**src/rtl/ahb_apb_bridge_pkg.sv**
```systemverilog
// Shared types and constants for the AHB-Lite to APB3 bridge.
// Imported by the slot decoder and the bridge top.
package ahb_apb_bridge_pkg;

  typedef enum logic [2:0] {
    IDLE   = 3'd0,
    WDATA  = 3'd1,
    SETUP  = 3'd2,
    ACCESS = 3'd3,
    DONE   = 3'd4,
    ERR1   = 3'd5,
    ERR2   = 3'd6
  } bridge_state_e;

  localparam logic [1:0] HTRANS_IDLE   = 2'b00;
  localparam logic [1:0] HTRANS_BUSY   = 2'b01;
  localparam logic [1:0] HTRANS_NONSEQ = 2'b10;
  localparam logic [1:0] HTRANS_SEQ    = 2'b11;

  localparam logic HRESP_OKAY  = 1'b0;
  localparam logic HRESP_ERROR = 1'b1;

  function automatic int sel_width(input int n);
    return (n <= 1) ? 1 : $clog2(n);
  endfunction

endpackage

```
**src/rtl/apb_slot_decoder.sv**
```systemverilog
// Maps an APB slave index to a one-hot select.
// Indices with no attached slave raise the bad flag.
module apb_slot_decoder
  import ahb_apb_bridge_pkg::*;
#(
  parameter int NUM_SLAVES = 4,
  parameter int SEL_W      = sel_width(NUM_SLAVES)
) (
  input  logic [SEL_W-1:0]      idx,
  output logic [NUM_SLAVES-1:0] sel,
  output logic                  bad
);

  always_comb begin
    sel = '0;
    bad = 1'b1;
    for (int i = 0; i < NUM_SLAVES; i++) begin
      if (idx == SEL_W'(i)) begin
        sel[i] = 1'b1;
        bad    = 1'b0;
      end
    end
  end

endmodule

```
**src/rtl/ahb_to_apb3_bridge_mslv.sv**
```systemverilog
// AHB-Lite slave to multi-slave APB3 master bridge.
// One transfer in flight; wait states, PSLVERR and ACCESS timeout.
module ahb_to_apb3_bridge_mslv
  import ahb_apb_bridge_pkg::*;
#(
  parameter int DATA_WIDTH   = 32,
  parameter int ADDR_WIDTH   = 32,
  parameter int TRAN_WIDTH   = 3,
  parameter int NUM_SLAVES   = 4,
  parameter int SLV_ADDR_LSB = 12,
  parameter int TIMEOUT      = 16
) (
  input  logic                             H_CLK,
  input  logic                             H_RESET_n,
  input  logic                             H_SEL_APB,
  input  logic                             H_READY_IN,
  input  logic                             H_WRITE,
  input  logic [TRAN_WIDTH-1:0]            H_TRANS,
  input  logic [ADDR_WIDTH-1:0]            H_ADDR,
  input  logic [DATA_WIDTH-1:0]            H_WDATA,
  output logic                             H_READY_OUT,
  output logic                             H_RESP,
  output logic [DATA_WIDTH-1:0]            H_RDATA,
  output logic [NUM_SLAVES-1:0]            P_SELx,
  output logic                             P_ENABLE,
  output logic                             P_WRITE,
  output logic [ADDR_WIDTH-1:0]            P_ADDR,
  output logic [DATA_WIDTH-1:0]            P_WDATA,
  input  logic [NUM_SLAVES*DATA_WIDTH-1:0] P_RDATA,
  input  logic [NUM_SLAVES-1:0]            P_READY,
  input  logic [NUM_SLAVES-1:0]            P_SLVERR
);

  localparam int SEL_W = sel_width(NUM_SLAVES);
  localparam int CNT_W = $clog2(TIMEOUT + 1);

  bridge_state_e state_q, state_d;

  logic [SEL_W-1:0]      idx_in, idx_q;
  logic [NUM_SLAVES-1:0] sel_in, sel_q;
  logic                  bad_in;
  logic [CNT_W-1:0]      cnt_q;
  logic [ADDR_WIDTH-1:0] addr_q;
  logic                  write_q;
  logic [DATA_WIDTH-1:0] wdata_q, rdata_q;

  logic valid_in, accept;
  logic rdy_sel, err_sel, tmo;
  logic unused_trans;

  assign idx_in = H_ADDR[SLV_ADDR_LSB +: SEL_W];

  apb_slot_decoder #(
    .NUM_SLAVES(NUM_SLAVES),
    .SEL_W     (SEL_W)
  ) u_dec (
    .idx(idx_in),
    .sel(sel_in),
    .bad(bad_in)
  );

  assign unused_trans = ^H_TRANS;

  assign valid_in = H_SEL_APB & H_READY_IN & H_TRANS[1];
  assign accept   = valid_in &
                    ((state_q == IDLE) | (state_q == DONE));

  // Only the addressed slave's handshake matters.
  assign rdy_sel = |(P_READY & sel_q);
  assign err_sel = |(P_SLVERR & sel_q);
  assign tmo     = (cnt_q == CNT_W'(TIMEOUT - 1));

  always_comb begin
    state_d = state_q;
    unique case (state_q)
      IDLE, DONE: begin
        if (state_q == DONE) state_d = IDLE;
        if (valid_in) begin
          if (bad_in)       state_d = ERR1;
          else if (H_WRITE) state_d = WDATA;
          else              state_d = SETUP;
        end
      end
      WDATA:  state_d = SETUP;
      SETUP:  state_d = ACCESS;
      ACCESS: begin
        if (rdy_sel)  state_d = err_sel ? ERR1 : DONE;
        else if (tmo) state_d = ERR1;
      end
      ERR1:   state_d = ERR2;
      ERR2:   state_d = IDLE;
      default: state_d = IDLE;
    endcase
  end

  always_ff @(posedge H_CLK or negedge H_RESET_n) begin
    if (!H_RESET_n) begin
      state_q <= IDLE;
      idx_q   <= '0;
      sel_q   <= '0;
      cnt_q   <= '0;
      addr_q  <= '0;
      write_q <= 1'b0;
      wdata_q <= '0;
      rdata_q <= '0;
    end else begin
      state_q <= state_d;
      if (accept) begin
        addr_q  <= H_ADDR;
        write_q <= H_WRITE;
        idx_q   <= idx_in;
        sel_q   <= sel_in;
      end
      if (state_q == WDATA) wdata_q <= H_WDATA;
      if (state_q == SETUP) begin
        cnt_q <= '0;
      end else if (state_q == ACCESS &&
                   cnt_q != CNT_W'(TIMEOUT)) begin
        cnt_q <= cnt_q + 1'b1;
      end
      if (state_q == ACCESS && rdy_sel &&
          !err_sel && !write_q) begin
        rdata_q <= P_RDATA[idx_q*DATA_WIDTH +: DATA_WIDTH];
      end
    end
  end

  assign H_READY_OUT = (state_q == IDLE) |
                       (state_q == DONE) |
                       (state_q == ERR2);
  assign H_RESP = ((state_q == ERR1) | (state_q == ERR2)) ?
                  HRESP_ERROR : HRESP_OKAY;
  assign H_RDATA = rdata_q;

  assign P_SELx   = ((state_q == SETUP) | (state_q == ACCESS)) ?
                    sel_q : '0;
  assign P_ENABLE = (state_q == ACCESS);
  assign P_WRITE  = write_q;
  assign P_ADDR   = addr_q;
  assign P_WDATA  = wdata_q;

endmodule
```
**config.mk**
```make
export PLATFORM = sky130hd
export DESIGN_NAME = ahb_to_apb3_bridge_mslv
export DESIGN_NICKNAME = d
export VERILOG_FILES = /design/src/rtl/ahb_apb_bridge_pkg.sv /design/src/rtl/apb_slot_decoder.sv /design/src/rtl/ahb_to_apb3_bridge_mslv.sv
export SDC_FILE = /design/constraint.sdc
export NUM_CORES = 1
export LEC_CHECK = 0
export BUFFER_PORTS_ARGS = -buffer_cell sky130_fd_sc_hd__buf_4
export CAP_MARGIN = 20
export CORE_AREA = 2 2 121 123
export CTS_BUF_LIST = sky130_fd_sc_hd__clkbuf_8
export DETAILED_ROUTE_END_ITERATION = 7
export DIE_AREA = 0 0 123 125
export PLACE_DENSITY = 0.83
export SLEW_MARGIN = 20
export SYNTH_ARGS = -nofsm -noshare
export SYNTH_HDL_FRONTEND = slang
export SYNTH_SLANG_ARGS = --single-unit
```
**constraint.sdc**
```tcl
create_clock -name H_CLK -period 3.5 [get_ports H_CLK]
set_input_delay 0.175 -clock H_CLK [delete_from_list [all_inputs] [get_ports H_CLK]]
set_output_delay 0.175 -clock H_CLK [all_outputs]
set_load 0.01 [all_outputs]
```
==> summary.txt <==
Outcome
  • Run status: finished clean

Placed design
  • HPWL Detailed: 11,300 µm
  • Gpl congestion: around 0.9
  • Number of I/O port buffers: 309

Clock network
  • Sink Count: about 110
  • CTS Buffer Depth: 2
  • Setup repair bufs after CTS: 0
  • Worst skew pair latency: around 0.38 ns
  • CTS Hold Buffers Added: 27
  • H-tree depth: 3
  • CTS buffer count: 9
  • Post-cts sizing count: 0
  • CTS Root Cell: clkbuf_8
  • CTS tree: built
  • Clock transition at the registers of the reported paths: 0.10 ns

Cells and area
  • Area delta synth->final: 54.8%
  • Share of layout cells above drive strength 1: 70.9%
  • Filler cells: approximately 1.1k
  • Final Core Density: 57.7%
  • Final-stage net count: 866
  • Commonest non-fill, non-tap cells in the layout: 314 x buf_4, 108 x dfrtp_1, 71 x mux2_2
  • Antenna cells: 0
  • Commonest non-fill, non-tap cell in the layout: buf_4

Worst setup path
  • Worst Setup Path Type: flip-flop to flip-flop
  • Critical Path End Type: flip-flop
  • CP required: 3.76 ns
  • Startpoint type of the worst setup path: flip-flop
  • Slowest Stage Delay on Critical Path: 0.66 ns
  • CP cell instances: buf_4 > mux4_2 > mux2_4
  • Arrival time at the worst endpoint: 2.32 ns
  • Worst-path maximum fanout: 20
  • Slowest-stage cell, CP: dfrtp_2

GRT
  • Total gr overflow: 0
  • Antenna violations before repair: 0
  • First-pass GRT wire length: 22,500 µm
  • Vias in the first global route: around 4.4k
  • Largest net degree at the start of global routing: 89
  • GR Util All Layers: a little under a fifth

Timing
  • Least-Margin Pin Slew: 0.788 ns
  • Relative slew margins: 47.5%
  • Setup tns final: 0 ns
  • RSZ-0062 raised after global routing: false
  • Fmax: 0.484 GHz
  • Final Critical Period: 2.06 ns
  • Skew final: roughly 0.016 ns
  • Setup-failing EPs final: 0
  • Tcrit/Tclk final: about three fifths
  • Count of final hold-check violations: 0
  • Final Max Slew Viols: 0

Synthesis
  • Yosys Warn Count: 0
  • Synthesized flop and latch total: 109
  • Cell area after synthesis: 0.00530 mm²
  • Post-synth EDFFs: 0
  • Syn Area/Cell: 16.4 µm²
  • Mapped Cells: 322
  • Ys async rst share: between 90% and 100%
  • Syn nets: about 530
  • Post-synth top flop: dfrtp_1
  • Seq/Total Area, Yosys: slightly above 50%
  • Synth unique cells: 40

Power and ir drop
  • Pint: 0.00416 W
  • P per Cell Area: 770 mW/mm²
  • P_sw: around 0.0022 W
  • Clock power frac: between 10 and 15%
  • Static Leak: 4.02 nW
  • Net Sw Frac: 34.1%
  • Peak supply drop: a little over 0.4 mV
  • Sequential Power Share: 37.0%
  • Logic pwr share: 51.6%

Routing
  • Met2 routed WL: around 7900 µm
  • WL/cell: 17.7 µm
  • Count of antenna-violating nets left after detailed routing: 0
  • Top routing layer in use: met4
  • First-iteration detailed-routing DRC count: 95
  • Via-to-Cell Ratio: about 4.9
  • Met3 WL post-DR: roughly 1300 µm
  • Drt drc: 0
  • Via count: just over 4k
  • Routed WL: 14,900 µm
  • M1 wire length: between 5000 and 6000 µm
  • Router iterations before antenna repair: 4

Die
  • Site Rows: 44
  • Initial Util: 37.3%
  • Die area: roughly 0.015 mm²
  • Die Span Y: 125 µm
  • Die width: 123 µm
  • I/O pins: approximately 310
  • Core Region: 0.0142 mm²

Flow run
  • MaxCap Viol Count: 0

Hold path
  • HP Class: primary input to flip-flop
[registers in the layout, summed over array words and instances, names as in the netlist]
name,flops
P_WRITE,1
P_ADDR,31
state_q,3
idx_q,1
H_RDATA,32
P_WDATA,32
cnt_q,5
sel_q,4
[worst paths after layout]
kind	from	to	slack, ns	cells past startpoint
min in group asynchronous	H_RESET_n	P_WDATA[16]$_DFFE_PN0P_	0.41	2
worst max-delay path	idx_q[0]$_DFFE_PN0P_	H_RDATA[18]$_DFFE_PN0P_	1.44	3
worst min-delay path	H_ADDR[16]	P_ADDR[16]$_DFFE_PN0P_	0.03	2
worst max register to register	idx_q[0]$_DFFE_PN0P_	H_RDATA[18]$_DFFE_PN0P_	1.44	3
max in group asynchronous	H_RESET_n	H_RDATA[15]$_DFFE_PN0P_	2.27	3
worst min register to register	P_WDATA[18]$_DFFE_PN0P_	P_WDATA[18]$_DFFE_PN0P_	0.52	1
[cell usage after synthesis, types with 2 or more instances]
| library cell | count | area (µm²) |
|---|---|---|
| clkbuf_1 | 5 | 18.8 |
| buf_2 | 7 | 35.0 |
| mux2_2 | 71 | 800 |
| o22ai_1 | 2 | 12.5 |
| buf_4 | 3 | 22.5 |
| o21ai_0 | 4 | 20.0 |
| a22o_1 | 3 | 26.3 |
| and2_1 | 4 | 25.0 |
| mux2_4 | 30 | 450 |
| mux4_2 | 32 | 721 |
| mux2i_1 | 4 | 40.0 |
| nor2_1 | 6 | 22.5 |
| dfrtp_1 | 109 | 2730 |
| inv_1 | 8 | 30.0 |
| ha_1 | 3 | 37.5 |
| buf_12 | 3 | 60.1 |
| nor2b_1 | 3 | 18.8 |
| buf_6 | 2 | 22.5 |
| a22oi_2 | 2 | 25.0 |
[routing by layer]
metal / global-route usage [%] / vias to the layer above
met5: 0 / -
li1: - / 1870
met1: 21.2 / 2030
met4: 6.75 / 0
met2: 34.7 / 192
met3: 5.11 / 17
[layout make-up]
cell class                      instances  area [µm²]  share of cell area (%)
Inverter                                8        30.0                   0.366
Sequential cell                       109        2730                    33.3
Multi-Input combinational cell        184        2380                    29.0
Tap cell                              184         230                    2.81
Timing Repair Buffer                  343        2650                    32.3
Clock inverter                          7        55.1                   0.672
Clock buffer                            9         124                    1.51
[power by group through the flow]
stage	Combinational [W]	Sequential (W)	Clock, W
finish	0.00326	0.00234	0.000717
global route	0.00349	0.00242	0.000794
CTS	0.00330	0.00234	0.000747
detailed placement	0.00328	0.00236	0
global placement	0.00318	0.00232	0
floorplan	0.00171	0.00249	0
[worst max-delay path, delay by kind of cell (launching register included)]
family	cells	cell delay (ns)
buffers and inverters	1	0.44
flip-flops	1	0.66
multiplexers	2	0.85
[cell families (layout without fill, tap and decap cells)]
| group | after synthesis | count (layout) | synth area share, % |
|---|---|---|---|
| flip-flops | 109 | 109 | 51.5 |
| adder cells (fa/ha/maj) | 3 | 3 | 0.709 |
| AO/OA/AOI/OAI | 18 | 18 | 3.00 |
| multiplexers | 137 | 137 | 38.0 |
| AND/OR/NAND/NOR | 25 | 25 | 3.00 |
| buffers and inverters | 29 | 367 | 3.64 |
| XOR/XNOR | 1 | 1 | 0.165 |
[stage by stage]
| step | cell area, µm² | instances | hold slack (ns) | total power, W | setup slack (ns) |
|---|---|---|---|---|---|
| 2_1_floorplan | 5300 | 322 | -0.121 | 0.00420 | 1.83 |
| 3_5_place_dp | 7730 | 800 | 0.412 | 0.00563 | 1.39 |
| 6_report | 8200 | 844 | 0.0307 | 0.00632 | 1.44 |
| 5_1_grt | 8200 | 844 | 0.000800 | 0.00671 | 1.29 |
| 4_1_cts | 8180 | 843 | 0.000195 | 0.00638 | 1.38 |
| 3_3_place_gp | 7730 | 800 | 0.409 | 0.00550 | 1.45 |
Note: power is estimated with default switching activity, not from simulation.
